`config.mk`:
```
export PLATFORM = sky130hd
export DESIGN_NAME = wb_arbiter_flat
export DESIGN_NICKNAME = d
export VERILOG_FILES = /design/src/rtl/cpu_pkg.sv /design/src/rtl/wb_arbiter_if.sv /design/src/rtl/wb_ll_fifo.sv /design/src/rtl/wb_arbiter.sv /design/src/flat_wrapper.sv
export SDC_FILE = /design/constraint.sdc
export NUM_CORES = 1
export LEC_CHECK = 0
export CORE_MARGIN = 8
export CORE_UTILIZATION = 50
export CTS_CLUSTER_SIZE = 28
export DETAILED_ROUTE_END_ITERATION = 8
export PLACE_DENSITY = 0.74
export REMOVE_ABC_BUFFERS = 1
export SETUP_SLACK_MARGIN = 0.5
export SYNTH_ARGS = -nofsm -noshare
export SYNTH_HDL_FRONTEND = slang
export SYNTH_SLANG_ARGS = --single-unit
```
`constraint.sdc`:
```
create_clock -name clk -period 9.2 [get_ports clk]
set_clock_uncertainty 0.1 [all_clocks]
set_input_delay 2.3 -clock clk [delete_from_list [all_inputs] [get_ports clk]]
set_output_delay 2.3 -clock clk [all_outputs]
set_load 0.02 [all_outputs]
```
`src/rtl/cpu_pkg.sv`:
```
// rtl/cpu_pkg.sv - shared integer-pipeline constants and the writeback request record
package cpu_pkg;

    localparam int XLEN   = 32;
    localparam int REG_AW = 5;
    localparam int NREGS  = 32;

    typedef struct packed {
        logic [REG_AW-1:0] rd;
        logic [XLEN-1:0]   data;
    } wb_req_t;

endpackage

```
`src/rtl/wb_arbiter_if.sv`:
```
// rtl/wb_arbiter_if.sv - writeback arbiter bus: result inputs, scoreboard queries, regfile write ports
interface wb_arbiter_if
    import cpu_pkg::*;
#(
    parameter int XLEN     = cpu_pkg::XLEN,
    parameter int LL_DEPTH = 4
);
    localparam int CNT_W = $clog2(LL_DEPTH) + 1;

    logic              alu_wb_valid;
    logic [4:0]        alu_wb_addr;
    logic [XLEN-1:0]   alu_wb_data;

    logic              ll_valid;
    logic              ll_ready;
    logic [4:0]        ll_addr;
    logic [XLEN-1:0]   ll_data;

    logic              iss_ll_valid;
    logic [4:0]        iss_ll_rd;

    logic [4:0]        rs1_q;
    logic [4:0]        rs2_q;
    logic [4:0]        rd_q;
    logic              rs1_busy;
    logic              rs2_busy;
    logic              rd_busy;

    logic [CNT_W-1:0]  ll_count;
    logic              ll_err;

    logic              write_ce;
    logic [4:0]        write_addr;
    logic [XLEN-1:0]   write_data;

    logic              w_en_2;
    logic [4:0]        w_addr_2;
    logic [XLEN-1:0]   w_data_2;

    modport slave (
        input  alu_wb_valid, alu_wb_addr, alu_wb_data,
        input  ll_valid, ll_addr, ll_data,
        input  iss_ll_valid, iss_ll_rd,
        input  rs1_q, rs2_q, rd_q,
        output ll_ready, rs1_busy, rs2_busy, rd_busy,
        output ll_count, ll_err,
        output write_ce, write_addr, write_data,
        output w_en_2, w_addr_2, w_data_2
    );

    modport master (
        output alu_wb_valid, alu_wb_addr, alu_wb_data,
        output ll_valid, ll_addr, ll_data,
        output iss_ll_valid, iss_ll_rd,
        output rs1_q, rs2_q, rd_q,
        input  ll_ready, rs1_busy, rs2_busy, rd_busy,
        input  ll_count, ll_err,
        input  write_ce, write_addr, write_data,
        input  w_en_2, w_addr_2, w_data_2
    );

endinterface

```
`src/rtl/wb_ll_fifo.sv`:
```
// rtl/wb_ll_fifo.sv - in-order queue of long-latency writeback requests
module wb_ll_fifo
    import cpu_pkg::*;
#(
    parameter int DEPTH = 4
) (
    input  logic                       clk,
    input  logic                       rst_n,
    input  logic                       push,
    input  wb_req_t                    push_data,
    input  logic                       pop,
    output wb_req_t                    head,
    output logic                       full,
    output logic                       empty,
    output logic [$clog2(DEPTH):0]     count
);
    localparam int AW = $clog2(DEPTH);

    // Pointers carry one extra bit so full and empty stay distinguishable.
    logic [AW:0] wr_ptr_q, wr_ptr_d;
    logic [AW:0] rd_ptr_q, rd_ptr_d;
    wb_req_t     mem_q [DEPTH];
    wb_req_t     mem_d [DEPTH];

    logic do_push;
    logic do_pop;

    always_comb begin
        count   = wr_ptr_q - rd_ptr_q;
        full    = (count == (AW+1)'(DEPTH));
        empty   = (wr_ptr_q == rd_ptr_q);
        head    = mem_q[rd_ptr_q[AW-1:0]];
        do_push = push && !full;
        do_pop  = pop && !empty;
    end

    always_comb begin
        mem_d    = mem_q;
        wr_ptr_d = wr_ptr_q;
        rd_ptr_d = rd_ptr_q;
        if (do_push) begin
            mem_d[wr_ptr_q[AW-1:0]] = push_data;
            wr_ptr_d                = wr_ptr_q + (AW+1)'(1);
        end
        if (do_pop) begin
            rd_ptr_d = rd_ptr_q + (AW+1)'(1);
        end
    end

    always_ff @(posedge clk or negedge rst_n) begin
        if (!rst_n) begin
            wr_ptr_q <= '0;
            rd_ptr_q <= '0;
            for (int i = 0; i < DEPTH; i++) begin
                mem_q[i] <= '0;
            end
        end else begin
            wr_ptr_q <= wr_ptr_d;
            rd_ptr_q <= rd_ptr_d;
            mem_q    <= mem_d;
        end
    end

endmodule

```
`src/rtl/wb_arbiter.sv`:
```
// rtl/wb_arbiter.sv - writeback stage: ALU results on port 1, queued long-latency results on port 2,
// plus the pending-destination scoreboard consulted by issue.
module wb_arbiter
    import cpu_pkg::*;
#(
    parameter int LL_DEPTH = 4,
    parameter int XLEN     = cpu_pkg::XLEN
) (
    input  logic          clk,
    input  logic          rst_n,
    wb_arbiter_if.slave   bus
);
    localparam int CNT_W = $clog2(LL_DEPTH) + 1;

    logic             write_ce_q,   write_ce_d;
    logic [4:0]       write_addr_q, write_addr_d;
    logic [XLEN-1:0]  write_data_q, write_data_d;
    logic             w_en_2_q,     w_en_2_d;
    logic [4:0]       w_addr_2_q,   w_addr_2_d;
    logic [XLEN-1:0]  w_data_2_q,   w_data_2_d;
    logic [NREGS-1:0] pending_q,    pending_d;
    logic             ll_err_q,     ll_err_d;

    logic             fifo_push;
    logic             fifo_pop;
    logic             fifo_full;
    logic             fifo_empty;
    wb_req_t          push_req;
    wb_req_t          head;
    logic [CNT_W-1:0] fifo_count;

    logic             port1_wr;
    logic             collision;
    logic [NREGS-1:0] set_mask;
    logic [NREGS-1:0] clr_mask;

    wb_ll_fifo #(
        .DEPTH (LL_DEPTH)
    ) u_ll_fifo (
        .clk       (clk),
        .rst_n     (rst_n),
        .push      (fifo_push),
        .push_data (push_req),
        .pop       (fifo_pop),
        .head      (head),
        .full      (fifo_full),
        .empty     (fifo_empty),
        .count     (fifo_count)
    );

    // A port-1 write to the head's rd this cycle holds the head, so the
    // younger long-latency value never lands in the same cycle as the ALU one.
    always_comb begin
        port1_wr  = bus.alu_wb_valid && (bus.alu_wb_addr != '0);
        collision = port1_wr && !fifo_empty && (head.rd == bus.alu_wb_addr);
        fifo_pop  = !fifo_empty && !collision;
        fifo_push = bus.ll_valid && !fifo_full;
        push_req  = '{rd: bus.ll_addr, data: bus.ll_data};
    end

    always_comb begin
        write_ce_d   = port1_wr;
        write_addr_d = write_addr_q;
        write_data_d = write_data_q;
        if (bus.alu_wb_valid) begin
            write_addr_d = bus.alu_wb_addr;
            write_data_d = bus.alu_wb_data;
        end

        w_en_2_d   = 1'b0;
        w_addr_2_d = w_addr_2_q;
        w_data_2_d = w_data_2_q;
        if (fifo_pop) begin
            w_en_2_d   = (head.rd != '0);
            w_addr_2_d = head.rd;
            w_data_2_d = head.data;
        end
    end

    // Set is applied after clear so a re-issue of the rd being retired stays pending.
    always_comb begin
        set_mask = '0;
        clr_mask = '0;
        if (bus.iss_ll_valid && (bus.iss_ll_rd != '0)) begin
            set_mask[bus.iss_ll_rd] = 1'b1;
        end
        if (fifo_pop && (head.rd != '0)) begin
            clr_mask[head.rd] = 1'b1;
        end
        pending_d = (pending_q & ~clr_mask) | set_mask;

        ll_err_d = ll_err_q;
        if (fifo_push && (bus.ll_addr != '0) && !pending_q[bus.ll_addr]) begin
            ll_err_d = 1'b1;
        end
    end

    always_ff @(posedge clk or negedge rst_n) begin
        if (!rst_n) begin
            write_ce_q   <= 1'b0;
            write_addr_q <= '0;
            write_data_q <= '0;
            w_en_2_q     <= 1'b0;
            w_addr_2_q   <= '0;
            w_data_2_q   <= '0;
            pending_q    <= '0;
            ll_err_q     <= 1'b0;
        end else begin
            write_ce_q   <= write_ce_d;
            write_addr_q <= write_addr_d;
            write_data_q <= write_data_d;
            w_en_2_q     <= w_en_2_d;
            w_addr_2_q   <= w_addr_2_d;
            w_data_2_q   <= w_data_2_d;
            pending_q    <= pending_d;
            ll_err_q     <= ll_err_d;
        end
    end

    assign bus.ll_ready   = !fifo_full;
    assign bus.ll_count   = fifo_count;
    assign bus.ll_err     = ll_err_q;
    assign bus.rs1_busy   = (bus.rs1_q != '0) && pending_q[bus.rs1_q];
    assign bus.rs2_busy   = (bus.rs2_q != '0) && pending_q[bus.rs2_q];
    assign bus.rd_busy    = (bus.rd_q  != '0) && pending_q[bus.rd_q];
    assign bus.write_ce   = write_ce_q;
    assign bus.write_addr = write_addr_q;
    assign bus.write_data = write_data_q;
    assign bus.w_en_2     = w_en_2_q;
    assign bus.w_addr_2   = w_addr_2_q;
    assign bus.w_data_2   = w_data_2_q;

endmodule

```
`src/flat_wrapper.sv`:
```
// flat-port wrapper written by rule: the top's interface ports become plain ports
module wb_arbiter_flat import cpu_pkg::*;
#(
    parameter int LL_DEPTH = 4,
    parameter int XLEN     = cpu_pkg::XLEN
)
  (clk, rst_n, bus_alu_wb_valid, bus_alu_wb_addr, bus_alu_wb_data, bus_ll_valid, bus_ll_addr, bus_ll_data, bus_iss_ll_valid, bus_iss_ll_rd, bus_rs1_q, bus_rs2_q, bus_rd_q, bus_ll_ready, bus_rs1_busy, bus_rs2_busy, bus_rd_busy, bus_ll_count, bus_ll_err, bus_write_ce, bus_write_addr, bus_write_data, bus_w_en_2, bus_w_addr_2, bus_w_data_2);
  wb_arbiter_if #(.XLEN(XLEN), .LL_DEPTH(LL_DEPTH)) bus_i ();
  input  logic clk;
  input  logic rst_n;
  input wire logic [$bits(bus_i.alu_wb_valid)-1:0] bus_alu_wb_valid;
  input wire logic [$bits(bus_i.alu_wb_addr)-1:0] bus_alu_wb_addr;
  input wire logic [$bits(bus_i.alu_wb_data)-1:0] bus_alu_wb_data;
  input wire logic [$bits(bus_i.ll_valid)-1:0] bus_ll_valid;
  input wire logic [$bits(bus_i.ll_addr)-1:0] bus_ll_addr;
  input wire logic [$bits(bus_i.ll_data)-1:0] bus_ll_data;
  input wire logic [$bits(bus_i.iss_ll_valid)-1:0] bus_iss_ll_valid;
  input wire logic [$bits(bus_i.iss_ll_rd)-1:0] bus_iss_ll_rd;
  input wire logic [$bits(bus_i.rs1_q)-1:0] bus_rs1_q;
  input wire logic [$bits(bus_i.rs2_q)-1:0] bus_rs2_q;
  input wire logic [$bits(bus_i.rd_q)-1:0] bus_rd_q;
  output wire logic [$bits(bus_i.ll_ready)-1:0] bus_ll_ready;
  output wire logic [$bits(bus_i.rs1_busy)-1:0] bus_rs1_busy;
  output wire logic [$bits(bus_i.rs2_busy)-1:0] bus_rs2_busy;
  output wire logic [$bits(bus_i.rd_busy)-1:0] bus_rd_busy;
  output wire logic [$bits(bus_i.ll_count)-1:0] bus_ll_count;
  output wire logic [$bits(bus_i.ll_err)-1:0] bus_ll_err;
  output wire logic [$bits(bus_i.write_ce)-1:0] bus_write_ce;
  output wire logic [$bits(bus_i.write_addr)-1:0] bus_write_addr;
  output wire logic [$bits(bus_i.write_data)-1:0] bus_write_data;
  output wire logic [$bits(bus_i.w_en_2)-1:0] bus_w_en_2;
  output wire logic [$bits(bus_i.w_addr_2)-1:0] bus_w_addr_2;
  output wire logic [$bits(bus_i.w_data_2)-1:0] bus_w_data_2;
  assign bus_i.alu_wb_valid = bus_alu_wb_valid;
  assign bus_i.alu_wb_addr = bus_alu_wb_addr;
  assign bus_i.alu_wb_data = bus_alu_wb_data;
  assign bus_i.ll_valid = bus_ll_valid;
  assign bus_i.ll_addr = bus_ll_addr;
  assign bus_i.ll_data = bus_ll_data;
  assign bus_i.iss_ll_valid = bus_iss_ll_valid;
  assign bus_i.iss_ll_rd = bus_iss_ll_rd;
  assign bus_i.rs1_q = bus_rs1_q;
  assign bus_i.rs2_q = bus_rs2_q;
  assign bus_i.rd_q = bus_rd_q;
  assign bus_ll_ready = bus_i.ll_ready;
  assign bus_rs1_busy = bus_i.rs1_busy;
  assign bus_rs2_busy = bus_i.rs2_busy;
  assign bus_rd_busy = bus_i.rd_busy;
  assign bus_ll_count = bus_i.ll_count;
  assign bus_ll_err = bus_i.ll_err;
  assign bus_write_ce = bus_i.write_ce;
  assign bus_write_addr = bus_i.write_addr;
  assign bus_write_data = bus_i.write_data;
  assign bus_w_en_2 = bus_i.w_en_2;
  assign bus_w_addr_2 = bus_i.w_addr_2;
  assign bus_w_data_2 = bus_i.w_data_2;
  wb_arbiter #(.LL_DEPTH(LL_DEPTH), .XLEN(XLEN)) u_core (.clk(clk), .rst_n(rst_n), .bus(bus_i));
endmodule
```
Word level (Yosys, flattened, before mapping)

Cells that the tools add are included.

Register bits: 263
Bits of input ports: 99
Output and inout port bits: 84
Logic and storage cells: 89

Add/subtract/negate cells: 3
Magnitude comparators: 11
Eq/ne operators: 3
Mux-type cells: 21
Bitwise logic cells: 5
Reductions and logical operators: 28

Operators with widths:

| cell                | number |
|---|---|
| $bwmux 148          | 1 |
| $mux 37             | 3 |
| $bmux 37 s2         | 1 |
| $demux 37 s2        | 1 |
| $mux 32             | 2 |
| $lt 5x6->1 const B  | 6 |
| $reduce_bool 5->1   | 7 |
| $and 32x32->32      | 1 |
| $not 32->32         | 1 |
| $or 32x32->32       | 1 |
| $bmux 1 s5          | 4 |
| $logic_and 1x1->1   | 17 |
| $demux 1 s5         | 2 |
| $ge 5x1->1 const B  | 2 |
| $mux 1              | 7 |
| $add 3x1->3 const B | 2 |
| $ge 3x3->1 const B  | 2 |
| $not 2->3           | 2 |
| $eq 5x5->1          | 1 |
| $logic_not 1->1     | 4 |
| $eq 3x3->1          | 1 |
| $eq 3x3->1 const B  | 1 |
| $lt 3x1->1 const B  | 1 |
| $sub 3x3->3         | 1 |

Logic depth before layout (Yosys ltp)

Gate-level depths: netlist of the first run.

Depth in word-level cells: 13
Gate-level depth with buffers: 11
Gate-level depth less buffers: 8

Hierarchy

From an unflattened synthesis of the first run, not the netlist that was laid out.

Cell total of the unflattened synthesis: 858
Area, all modules: 12972.4 um^2

Modules (own cells, without submodules):

| module     | times used | cells each | area each (um^2) | sequential area each (um^2) |
|---|---|---|---|---|
| wb_ll_fifo | 1          | 398        | 7315.8           | 3853.7 |
| wb_arbiter | 1          | 460        | 5656.7           | 2727.6 |

Worst setup path after synthesis of the first run

No wires, ideal clock.

Kind: input port to output port
Start: input bus_rd_q[0]
End: output bus_rd_busy
Arrival: 4049 ps
Required time: 6800 ps
Path slack: 2751 ps
Stages on the path: 4
Buffers on the path: 1
Cells stage by stage: clkbuf_1 > mux4_2 > mux4_2 > mux2_2

Word-level cells in the longest chain between the ends: 3
Elaborated cells on any way between the ends: 4
Those cells by class: mux (2); reduce/logical (2)

Ends and longest elaborated chain:

| element                      | line               | text |
|---|---|---|
| from (decl)                  | flat_wrapper.sv:21 | `input wire logic [$bits(bus_i.rd_q)-1:0] bus_rd_q;` |
| $bmux 1 s5                   | wb_arbiter.sv:125  | `assign bus.rd_busy = (bus.rd_q != '0) && pending_q[bus.rd_q];` |
| $mux 1 (not written as such) | wb_arbiter.sv:125  |  |
| $logic_and 1x1->1 *          | wb_arbiter.sv:125  |  |
| to (decl)                    | flat_wrapper.sv:25 | `output wire logic [$bits(bus_i.rd_busy)-1:0] bus_rd_busy;` |

Mark *: on every way between the ends. The rest lies on a longest branch, timed or not. The select of a mux whose other input is x is not followed.

Worst setup path in the final report of the first run

Same ends and word-level chain as after synthesis.

==> results of run 1 <==
-- cells in the mapped netlist, types with 5 or more instances --
cell type / instances
dfrtp_1: 262
mux2_2: 191
mux4_2: 71
mux2_4: 38
clkbuf_1: 29
a31oi_1: 20
nand2_1: 19
buf_2: 17
nor3_1: 15
o21ai_0: 15
a211oi_1: 12
a21oi_1: 11
nor2_1: 10
o2bb2ai_1: 10
xnor2_1: 10
inv_1: 9
ha_1: 7
nand2b_1: 6
nor3b_1: 5
-- cell families (layout without fill, tap and decap cells) --
group                      count (synthesis)  in the layout  share of synthesized area (%)
AOI/OAI and AO/OA                         85             85                           4.64
and+or+nand+nor                           77             77                           3.31
xor gates and xnor gates                  11             11                          0.894
DFF                                      262            262                           52.6
adders and majority gates                  8              8                          0.864
buffers and inverters                     64            254                           2.74
muxes                                    303            303                           34.9
-- cell type report --
| cell class | count | area, um^2 |
|---|---|---|
| fillers | 1860 | 8920 |
| flip-flops and latches | 262 | 6560 |
| multi-input cells | 484 | 5570 |
| repair buffers | 189 | 1890 |
| clock buffers | 41 | 872 |
| well taps | 324 | 405 |
| clock inverters | 15 | 139 |
| inverters | 9 | 33.8 |
-- power breakdown --
part / leakage [nW] / switching, mW / internal [mW]
logic: 2.71 / 1.18 / 1.55
registers: 3.12 / 0.344 / 1.69
clock network: 0.509 / 0.473 / 0.717
total: 6.34 / 2.00 / 3.96
-- per-stage QoR --
stage          cells  setup WS (ns)  utilization, %
2_1_floorplan    755           3.26               -
3_3_place_gp    1268           1.86            59.3
3_5_place_dp    1268           1.81            59.3
4_1_cts         1324           1.81            63.4
5_1_grt         1324           1.72            63.4
6_report        1324           1.84            63.4
-- layer usage --
layer	up-vias	global-route usage [%]
li1	3422	-
met1	3991	25.2
met2	219	32.1
met3	55	3.22
met4	0	5.31
met5	-	0
-- worst max-delay path by stage --
stage | end | depth (start not counted) | from | slack (ns)
finish | bus_rd_busy | 5 | bus_rd_q[0] | 1.84
global route | bus_rd_busy | 5 | bus_rd_q[0] | 1.72
CTS | bus_rd_busy | 5 | bus_rd_q[0] | 1.81
detailed placement | bus_rs1_busy | 5 | bus_rs1_q[0] | 1.81
global placement | bus_rd_busy | 5 | bus_rd_q[0] | 1.86
floorplan | bus_rd_busy | 3 | bus_rd_q[0] | 3.26
-- flip-flops by register name, indices dropped and copies added, names as in the netlist --
name / count
u_core.u_ll_fifo.mem_q: 148
u_core.bus.w_data_2: 32
u_core.bus.write_data: 32
u_core.pending_q: 31
u_core.bus.w_addr_2: 5
u_core.bus.write_addr: 5
u_core.u_ll_fifo.rd_ptr_q: 3
u_core.u_ll_fifo.wr_ptr_q: 3
u_core.bus.ll_err: 1
u_core.bus.w_en_2: 1
u_core.bus.write_ce: 1
-- worst max-delay path, stage by stage --
cell             delay [ns]
clkdlybuf4s50_1        0.81
mux4_2                 0.57
mux4_2                 0.47
mux2_2                 0.27
clkdlybuf4s50_1        0.54
==> results.md, run 1 <==
* Share of cells above drive strength 1 at 37.0%
* Starting Density at 51.1%
* IO Pins at 183
* Total number of vias at 7687
* Power density over the cells at 385 mW/mm^2
* GRT Util Overall at 19.1%
* Synth Flop Type: dfrtp_1
* Final slew viol count at 0
* Post-CTS setup buffer count at 0
* Syn Inst Count at 810
* Tot Pwr at 5.96 mW
* Hold Crit Class: flop to flop
* Status: completed
* CTS Hold Buffers Added at 0
* DRC at 0
* Hold Path Origin: u_core.bus.ll_err
* TritonCTS Sinks at 262
* Setup violations, final at 0
* Die W at 174 um
* Slew margin rel. at 22.9%
* Total Routed Length at 28.8 mm
* H-tree depth at 1
* Crit Path Class: primary input to output pin
* TNS Setup at 0 ns
* Commonest non-fill, non-tap cells in the layout: dfrtp_1 (260), mux2_2 (191), clkdlybuf4s50_1 (181)
* Post-Syn Area at 0.0125 mm^2
* RR Endpoint: u_core.bus.w_data_2[30]
* Worst-Skew Late Latency at 0.55 ns
* CP required at 6.80 ns
* Yosys cell types at 46
* Port-buffer cells at 182
* CP arrival at 4.96 ns
* Syn Area/Cell at 15.4 um^2
* R2R setup slack at 4.80 ns
* Drt initial violations at 551
* Row cnt at 57
* Placed Area at 0.0145 mm^2
* Final period utilization at 80.0%
* Root buf cell: clkbuf_16
* Largest net degree at the start of global routing at 148
* YS warnings at 0
* Yosys reg bits at 262
* EDFF count, synth at 0
* Reg2reg path depth at 7
* DR WL met2 at 14.3 mm
* Ant diodes at 0
* Worst Path Max Fanout at 9
* Max IR drop VDD at 0.277 mV
* DR WL/cell at 21.8 um
* Post-route cell area at 0.0155 mm^2
* Commonest non-fill, non-tap cell in the layout: dfrtp_1
* Wl on met1 at 12.4 mm
* Die ar. at 0.0302 mm^2
* TritonCTS clock tree: done
* Vias in the first global route at 8243
* Critical path capture point type: output pin
* Yosys top cell by area: dfrtp_1
* Share of the synthesized area in the top cell type at 52.6%
* Worst r2r src: u_core.u_ll_fifo.rd_ptr_q[0]
* First-pass GRT wire length at 47.0 mm
* Final min period at 7.36 ns
* Drt first pass iters at 4
* Crit path launch type: primary input
* DP Wirelength at 18.7 mm
* Max-Cap Viols at 0
* Initial antenna violation count at 0
* CORE AREA at 0.0244 mm^2
* Overflow after GRT at 0
* Final hold violation count at 0
* Vias per cell at 5.81
* Chip Height at 174 um
* Sequential fraction of the synthesis area at 52.6%
* Leak at 6.34 nW
* Clk buf depth at 3
* P&R area growth vs syn at 24.2%
* RSZ-0062 raised after global routing: false
* Max Used Layer: met4
* Final layout net count at 1083
* Hold path depth at 2
* Slew @ Worst Pin at 1.15 ns
* Fmax at 136 MHz
* Cts bufs inserted at 30
* Hold path endpoint: u_core.bus.ll_err
* Routed Antenna Nets at 0
* Hold WS at 0.390 ns
* GPL Wtd Cong at 0.893
* Clock-pin slew on the worst setup and hold paths at 0.05 ns
* Ranking of synthesized cells by area: dfrtp_1 (53%), mux2_2 (17%), mux4_2 (13%)
* Cts repair resizes at 0
* Async SR Flop Fraction at 100%
* Met3 wire len at 1.49 mm
Note: power is estimated with default switching activity, not from simulation.
==> run 2, diff against run 1 <==
--- a/config.mk
+++ b/config.mk
@@ -6,10 +6,10 @@
 export NUM_CORES = 1
 export LEC_CHECK = 0
 export CORE_MARGIN = 8
-export CORE_UTILIZATION = 50
+export CORE_UTILIZATION = 49
 export CTS_CLUSTER_SIZE = 28
 export DETAILED_ROUTE_END_ITERATION = 8
-export PLACE_DENSITY = 0.74
+export PLACE_DENSITY = 0.76
 export REMOVE_ABC_BUFFERS = 1
 export SETUP_SLACK_MARGIN = 0.5
 export SYNTH_ARGS = -nofsm -noshare
==> constraint.sdc (replaced) <==
create_clock -name clk -period 5.9 [get_ports clk]
set_clock_uncertainty 0.1 [all_clocks]
set_input_delay 1.475 -clock clk [delete_from_list [all_inputs] [get_ports clk]]
set_output_delay 1.475 -clock clk [all_outputs]
set_load 0.02 [all_outputs]
==> run 2 against run 1 <==
Against the previous run: flip-flop and latch count stayed put; non-clock buffer count is 3 higher; setup slack worse by 1.2 ns; critical path depth is 1 higher; cell area is 0.32% lower; worst hold slack better by 0.0098 ns; die area is 1.8% higher; count of clock-buffer cells in the layout is 1 lower; total power is 54% higher; highest routed layer unchanged.
==> results.md, run 2 (synthesis gave the netlist of run 1 again) <==
* Chip Height at 175 um (was 174 um)
* Final period utilization at 89.7%
* Starting Density at 49.6% (was 51.1%)
* Drt first pass iters at 5 (was 4)
* Worst-Skew Late Latency at 0.52 ns (was 0.55 ns)
* Sw Share at 33.6% (was 33.5%)
* Power density over the cells at 597 mW/mm^2 (was 385 mW/mm^2)
* IO Pins at 183 (unchanged)
* TritonCTS clock tree: done (unchanged)
* DRC at 0 (unchanged)
* GPL Wtd Cong at 0.864 (was 0.893)
* Status: completed (unchanged)
* Clk buf depth at 3 (unchanged)
* Fmax at 189 MHz
* GRT Util Overall at 18.9% (was 19.1%)
* DP Wirelength at 19.4 mm (was 18.7 mm)
* TNS Setup at 0 ns (unchanged)
* Crit-path max cell delay at 0.51 ns (was 0.81 ns)
* Max reg flops at 148 (unchanged)
* Most flops, register: u_core.u_ll_fifo.mem_q (unchanged)
* Vias per cell at 5.85 (was 5.81)
* Sequential Power Share at 35.3% (was 34.1%)
* Crit Path Class: primary input to output pin (unchanged)
* Internal power at 6.11 mW (was 3.96 mW)
* Commonest non-fill, non-tap cells in the layout: dfrtp_1 (260), mux2_2 (191), clkdlybuf4s50_1 (176) (was dfrtp_1 (260), mux2_2 (191), clkdlybuf4s50_1 (181))
* Layout fillers at 1962 (was 1860)
* Max IR drop VDD at 0.440 mV (was 0.277 mV)
* Root buf cell: clkbuf_16 (unchanged)
* Worst path most repeated cell: mux4_2
* Final hold violation count at 0 (unchanged)
* Routed Antenna Nets at 0 (unchanged)
* RR Endpoint: u_core.bus.w_data_2[19] (was u_core.bus.w_data_2[30])
* H-tree depth at 1 (unchanged)
* Hold Crit Class: flop to flop (unchanged)
* Clock-pin slew on the worst setup and hold paths at 0.06 ns (was 0.05 ns)
* Cts bufs inserted at 28 (was 30)
* Switching pwr at 3.09 mW (was 2.00 mW)
* CP arrival at 3.72 ns (was 4.96 ns)
* Crit-path cells: clkdlybuf4s50_1 -> buf_4 -> mux4_2 -> mux4_2 -> mux2_2 -> dlygate4sd2_1 (was clkdlybuf4s50_1 -> mux4_2 -> mux4_2 -> mux2_2 -> clkdlybuf4s50_1)
* Drt initial violations at 432 (was 551)
* Critical path capture point type: output pin (unchanged)
* Final slew viol count at 0 (unchanged)
* Crit path launch type: primary input (unchanged)
* Vias in the first global route at 8378 (was 8243)
* Largest delay share family, worst path: multiplexers (was buffers and inverters)
* Initial antenna violation count at 0 (unchanged)
* Worst r2r src: u_core.u_ll_fifo.rd_ptr_q[0] (unchanged)
* Commonest non-fill, non-tap cell in the layout: dfrtp_1 (unchanged)
* CP required at 4.32 ns (was 6.80 ns)
* Setup WS post-layout at 0.607 ns (was 1.84 ns)
* CORE AREA at 0.0251 mm^2 (was 0.0244 mm^2)
* Largest net degree at the start of global routing at 108 (was 148)
* Max-Cap Viols at 0 (unchanged)
* RSZ-0062 raised after global routing: false (unchanged)
* Ant diodes at 0 (unchanged)
* TritonCTS Sinks at 262 (unchanged)
* Crit path capture: bus_rd_busy (unchanged)
* R2R setup slack at 2.01 ns (was 4.80 ns)
* Slowest stage cell on the critical path: mux4_2 (was clkdlybuf4s50_1)
* Comb pwr share at 45.8% (was 45.9%)
* Total Routed Length at 29.2 mm (was 28.8 mm)
* Clock Power Share at 18.9% (was 20.0%)
* Hold WS at 0.400 ns (was 0.390 ns)
* Row cnt at 58 (was 57)
* Port-buffer cells at 182 (unchanged)
* First-pass GRT wire length at 47.2 mm (was 47.0 mm)
* Slew @ Worst Pin at 1.12 ns (was 1.15 ns)
* Reg2reg path depth at 6 (was 7)
* Total number of vias at 7764 (was 7687)
* Leak at 6.32 nW (was 6.34 nW)
* Worst Path Max Fanout at 9 (unchanged)
* P&R area growth vs syn at 23.8% (was 24.2%)
* Worst Setup SP: bus_rd_q[0] (unchanged)
* Pre-CTS WS at 0.155 ns (was 1.81 ns)
* Worst Path Buf+Inv at 3 (was 2)
* DR WL/cell at 22.0 um (was 21.8 um)
* Setup violations, final at 0 (unchanged)
* Slew margin rel. at 25.2% (was 22.9%)
* Final min period at 5.29 ns
* Overflow after GRT at 0 (unchanged)
* Die ar. at 0.0308 mm^2 (was 0.0302 mm^2)
* Critical Path Stages at 6 (was 5)
* Die W at 175 um (was 174 um)
* Post-CTS setup buffer count at 0 (unchanged)
* Share of cells above drive strength 1 at 36.7% (was 37.0%)
* Final layout net count at 1084 (was 1083)
-- run 2: repair_timing --
item	4_1_cts	5_1_grt
setup endpoints to repair	3	2
hold buffers	0	0
resized for setup	5	4
-- run 2: layer usage --
layer	global-route usage (%)	wire length, um
met5	0	0
met1	24.6	12100
met4	6.96	1040
met3	2.96	1610
met2	31.8	14400
-- run 2: how the worst min path moves through the flow --
stage / slack [ns] / from / to / cells past startpoint
final: 0.40 / u_core.u_ll_fifo.mem_q[30] / u_core.u_ll_fifo.mem_q[30] / 1
after global routing: 0.41 / u_core.u_ll_fifo.mem_q[102] / u_core.u_ll_fifo.mem_q[102] / 1
after CTS: 0.40 / u_core.u_ll_fifo.mem_q[39] / u_core.u_ll_fifo.mem_q[39] / 1
after detailed placement: 0.39 / u_core.u_ll_fifo.mem_q[39] / u_core.u_ll_fifo.mem_q[39] / 1
after global placement: 0.36 / u_core.bus.ll_err / u_core.bus.ll_err / 2
after floorplan: 0.37 / u_core.u_ll_fifo.mem_q[110] / u_core.u_ll_fifo.mem_q[110] / 1
-- run 2: cell type report --
class	count	area (um^2)	share of cell area, %
inverter	9	33.8	0.219
sequential	262	6560	42.5
multi-input combinational	484	5570	36.1
clock inverter	10	103	0.665
timing repair buffer	192	1930	12.5
tap	330	413	2.68
clock buffer	40	817	5.30
-- run 2: power groups by stage --
stage / Combinational, mW / Sequential, mW / Clock (mW)
after global placement: 4.15 / 3.22 / 0
after global routing: 4.55 / 3.35 / 1.84
after floorplan: 2.87 / 3.27 / 0
after CTS: 4.27 / 3.24 / 1.77
final: 4.22 / 3.25 / 1.74
after detailed placement: 4.25 / 3.26 / 0
-- run 2: per-stage QoR --
step	utilization [%]	std cells	instance area [um^2]	total power [mW]
global placement	57.8	1277	14500	7.37
CTS	61.4	1327	15400	9.28
detailed placement	57.8	1277	14500	7.51
finish	61.4	1327	15400	9.20
global route	61.4	1327	15400	9.74
floorplan	-	755	12200	6.13
==> run 3, diff against run 2 <==
--- a/config.mk
+++ b/config.mk
@@ -12,6 +12,7 @@
 export PLACE_DENSITY = 0.76
 export REMOVE_ABC_BUFFERS = 1
 export SETUP_SLACK_MARGIN = 0.5
+export SLEW_MARGIN = 20
 export SYNTH_ARGS = -nofsm -noshare
 export SYNTH_HDL_FRONTEND = slang
 export SYNTH_SLANG_ARGS = --single-unit
==> run 3 against run 2 <==
Against the previous run: worst hold slack barely moved; global-route usage unchanged; sequential power hardly changed; non-clock buffer count unchanged; register-to-register slack about the same; final cell count did not move; wire length is 0.15% lower; utilization is essentially flat; first-iteration DRC count stayed put; total power is essentially flat; setup slack unchanged; count of clock-buffer cells in the layout unchanged.
==> results.md, run 3 (synthesis gave the netlist of run 1 again) <==
* IO Pins at 183 (unchanged)
* Switching pwr at 3.09 mW (about the same)
* Crit-path max cell delay at 0.51 ns (about the same)
* Commonest non-fill, non-tap cell in the layout: dfrtp_1 (unchanged)
* Cts bufs inserted at 28 (unchanged)
* Sw Share at 33.6% (about the same)
* Worst path most repeated cell: mux4_2 (unchanged)
* Most flops, register: u_core.u_ll_fifo.mem_q (unchanged)
* Share of cells above drive strength 1 at 36.7% (unchanged)
* CP required at 4.32 ns (about the same)
* Ant diodes at 0 (unchanged)
* Drt first pass iters at 5 (unchanged)
* Overflow after GRT at 0 (unchanged)
* Max reg flops at 148 (unchanged)
* Vias per cell at 5.83 (was 5.85)
* DP Wirelength at 19.4 mm (unchanged)
* Slowest stage cell on the critical path: mux4_2 (unchanged)
* Post-CTS setup buffer count at 0 (unchanged)
* Setup WS post-layout at 0.607 ns (unchanged)
* Final slew viol count at 0 (unchanged)
* Routed Antenna Nets at 0 (unchanged)
* GRT Util Overall at 18.9% (unchanged)
* Max-Cap Viols at 0 (unchanged)
* Fmax at 189 MHz (unchanged)
* Critical path capture point type: output pin (unchanged)
* Setup violations, final at 0 (unchanged)
* RSZ-0062 raised after global routing: false (unchanged)
* Commonest non-fill, non-tap cells in the layout: dfrtp_1 (260), mux2_2 (191), clkdlybuf4s50_1 (176) (unchanged)
* Total Routed Length at 29.1 mm (was 29.2 mm)
* Slew margin rel. at 36.8% (was 25.2%)
* Hold Crit Class: flop to flop (unchanged)
* Power density over the cells at 596 mW/mm^2 (was 597 mW/mm^2)
* Internal power at 6.11 mW (about the same)
* H-tree depth at 1 (unchanged)
* CTS Hold Buffers Added at 0 (unchanged)
* Pre-CTS WS at 0.155 ns (unchanged)
* Sequential Power Share at 35.3% (about the same)
* Comb pwr share at 45.8% (about the same)
* Drt initial violations at 432 (unchanged)
* TritonCTS Sinks at 262 (unchanged)
* CP arrival at 3.72 ns (about the same)
* Crit path launch type: primary input (unchanged)
* Crit Path Class: primary input to output pin (unchanged)
* Worst-Skew Late Latency at 0.52 ns (about the same)
* Initial antenna violation count at 0 (unchanged)
* Worst Path Buf+Inv at 3 (unchanged)
* Final min period at 5.29 ns (unchanged)
* Clock-pin slew on the worst setup and hold paths at 0.06 ns (about the same)
* Vias in the first global route at 8378 (unchanged)
* Leak at 6.33 nW (was 6.32 nW)
* GPL Wtd Cong at 0.864 (unchanged)
* Final hold violation count at 0 (unchanged)
* Clock Power Share at 18.9% (about the same)
* Max IR drop VDD at 0.446 mV (was 0.440 mV)
* Chip Height at 175 um (unchanged)
* Port-buffer cells at 182 (unchanged)
* Final layout net count at 1084 (unchanged)
* Die ar. at 0.0308 mm^2 (unchanged)
* Worst Path Max Fanout at 9 (unchanged)
* Die W at 175 um (unchanged)
* P&R area growth vs syn at 23.8% (about the same)
* Starting Density at 49.6% (unchanged)
* TritonCTS clock tree: done (unchanged)
* Cts repair resizes at 5 (unchanged)
* Total number of vias at 7742 (was 7764)
* Row cnt at 58 (unchanged)
* Status: completed (unchanged)
* Clk buf depth at 3 (unchanged)
* Largest delay share family, worst path: multiplexers (unchanged)
* Final period utilization at 89.7% (unchanged)
* First-pass GRT wire length at 47.2 mm (unchanged)
* Crit-path cells: clkdlybuf4s50_1 -> buf_4 -> mux4_2 -> mux4_2 -> mux2_2 -> dlygate4sd2_1 (unchanged)
* Slew @ Worst Pin at 0.944 ns (was 1.12 ns)
* CORE AREA at 0.0251 mm^2 (unchanged)
* TNS Setup at 0 ns (unchanged)
* Root buf cell: clkbuf_16 (unchanged)
* DR WL/cell at 22.0 um (about the same)
* DRC at 0 (unchanged)
* Largest net degree at the start of global routing at 108 (unchanged)
-- run 3: cell counts in the layout (fill, tap and decap cells not counted) --
Identical to the previous run, type by type.
-- run 3: through the flow --
step	instances	utilization (%)	hold WS [ns]	area [um^2]	power (mW)
floorplan	755	-	0.374	12200	6.13
global placement	1277	57.8	0.363	14500	7.37
detailed placement	1277	57.8	0.387	14500	7.51
CTS	1327	61.4	0.400	15400	9.28
global route	1327	61.4	0.410	15400	9.74
finish	1327	61.4	0.400	15400	9.20
-- run 3: path summary, 6_finish.rpt --
| check | end | start | slack (ns) | cells after the start |
|---|---|---|---|---|
| max in group asynchronous | u_core.u_ll_fifo.mem_q[52] | rst_n | 3.66 | 2 |
| worst min-delay path | u_core.u_ll_fifo.mem_q[30] | u_core.u_ll_fifo.mem_q[30] | 0.40 | 1 |
| worst min register to register | u_core.u_ll_fifo.mem_q[30] | u_core.u_ll_fifo.mem_q[30] | 0.40 | 1 |
| worst max register to register | u_core.bus.w_data_2[19] | u_core.u_ll_fifo.rd_ptr_q[0] | 2.01 | 6 |
| worst max-delay path | bus_rd_busy | bus_rd_q[0] | 0.61 | 6 |
| min in group asynchronous | u_core.u_ll_fifo.mem_q[76] | rst_n | 0.87 | 1 |
-- run 3: power groups by stage --
stage	clock network (mW)	logic [mW]	registers, mW
6_report	1.73	4.22	3.25
2_1_floorplan	0	2.87	3.27
4_1_cts	1.77	4.27	3.24
3_5_place_dp	0	4.25	3.26
3_3_place_gp	0	4.15	3.22
5_1_grt	1.84	4.55	3.35
-- run 3: cell type report --
class,instances,area [um^2]
fillers,1964,9680
flip-flops and latches,262,6560
multi-input cells,484,5580
repair buffers,192,1930
clock buffers,40,817
well taps,330,413
clock inverters,10,103
inverters,9,33.8
-- run 3: worst register-to-register path, delay by kind of cell (launching register included) --
family,cells,cell delay [ns]
compound gates,1,0.87
flops,1,0.76
mux,2,1.09
xor+xnor,1,0.25
buf+inv,1,0.35
simple gates,1,0.37
-- run 3: routing by layer --
metal / up-vias / GRT usage [%] / routed length, um
met1: 3996 / 24.6 / 12100
met2: 251 / 31.8 / 14400
met5: - / 0 / 0
met3: 75 / 2.96 / 1570
li1: 3420 / - / -
met4: 0 / 6.96 / 1040
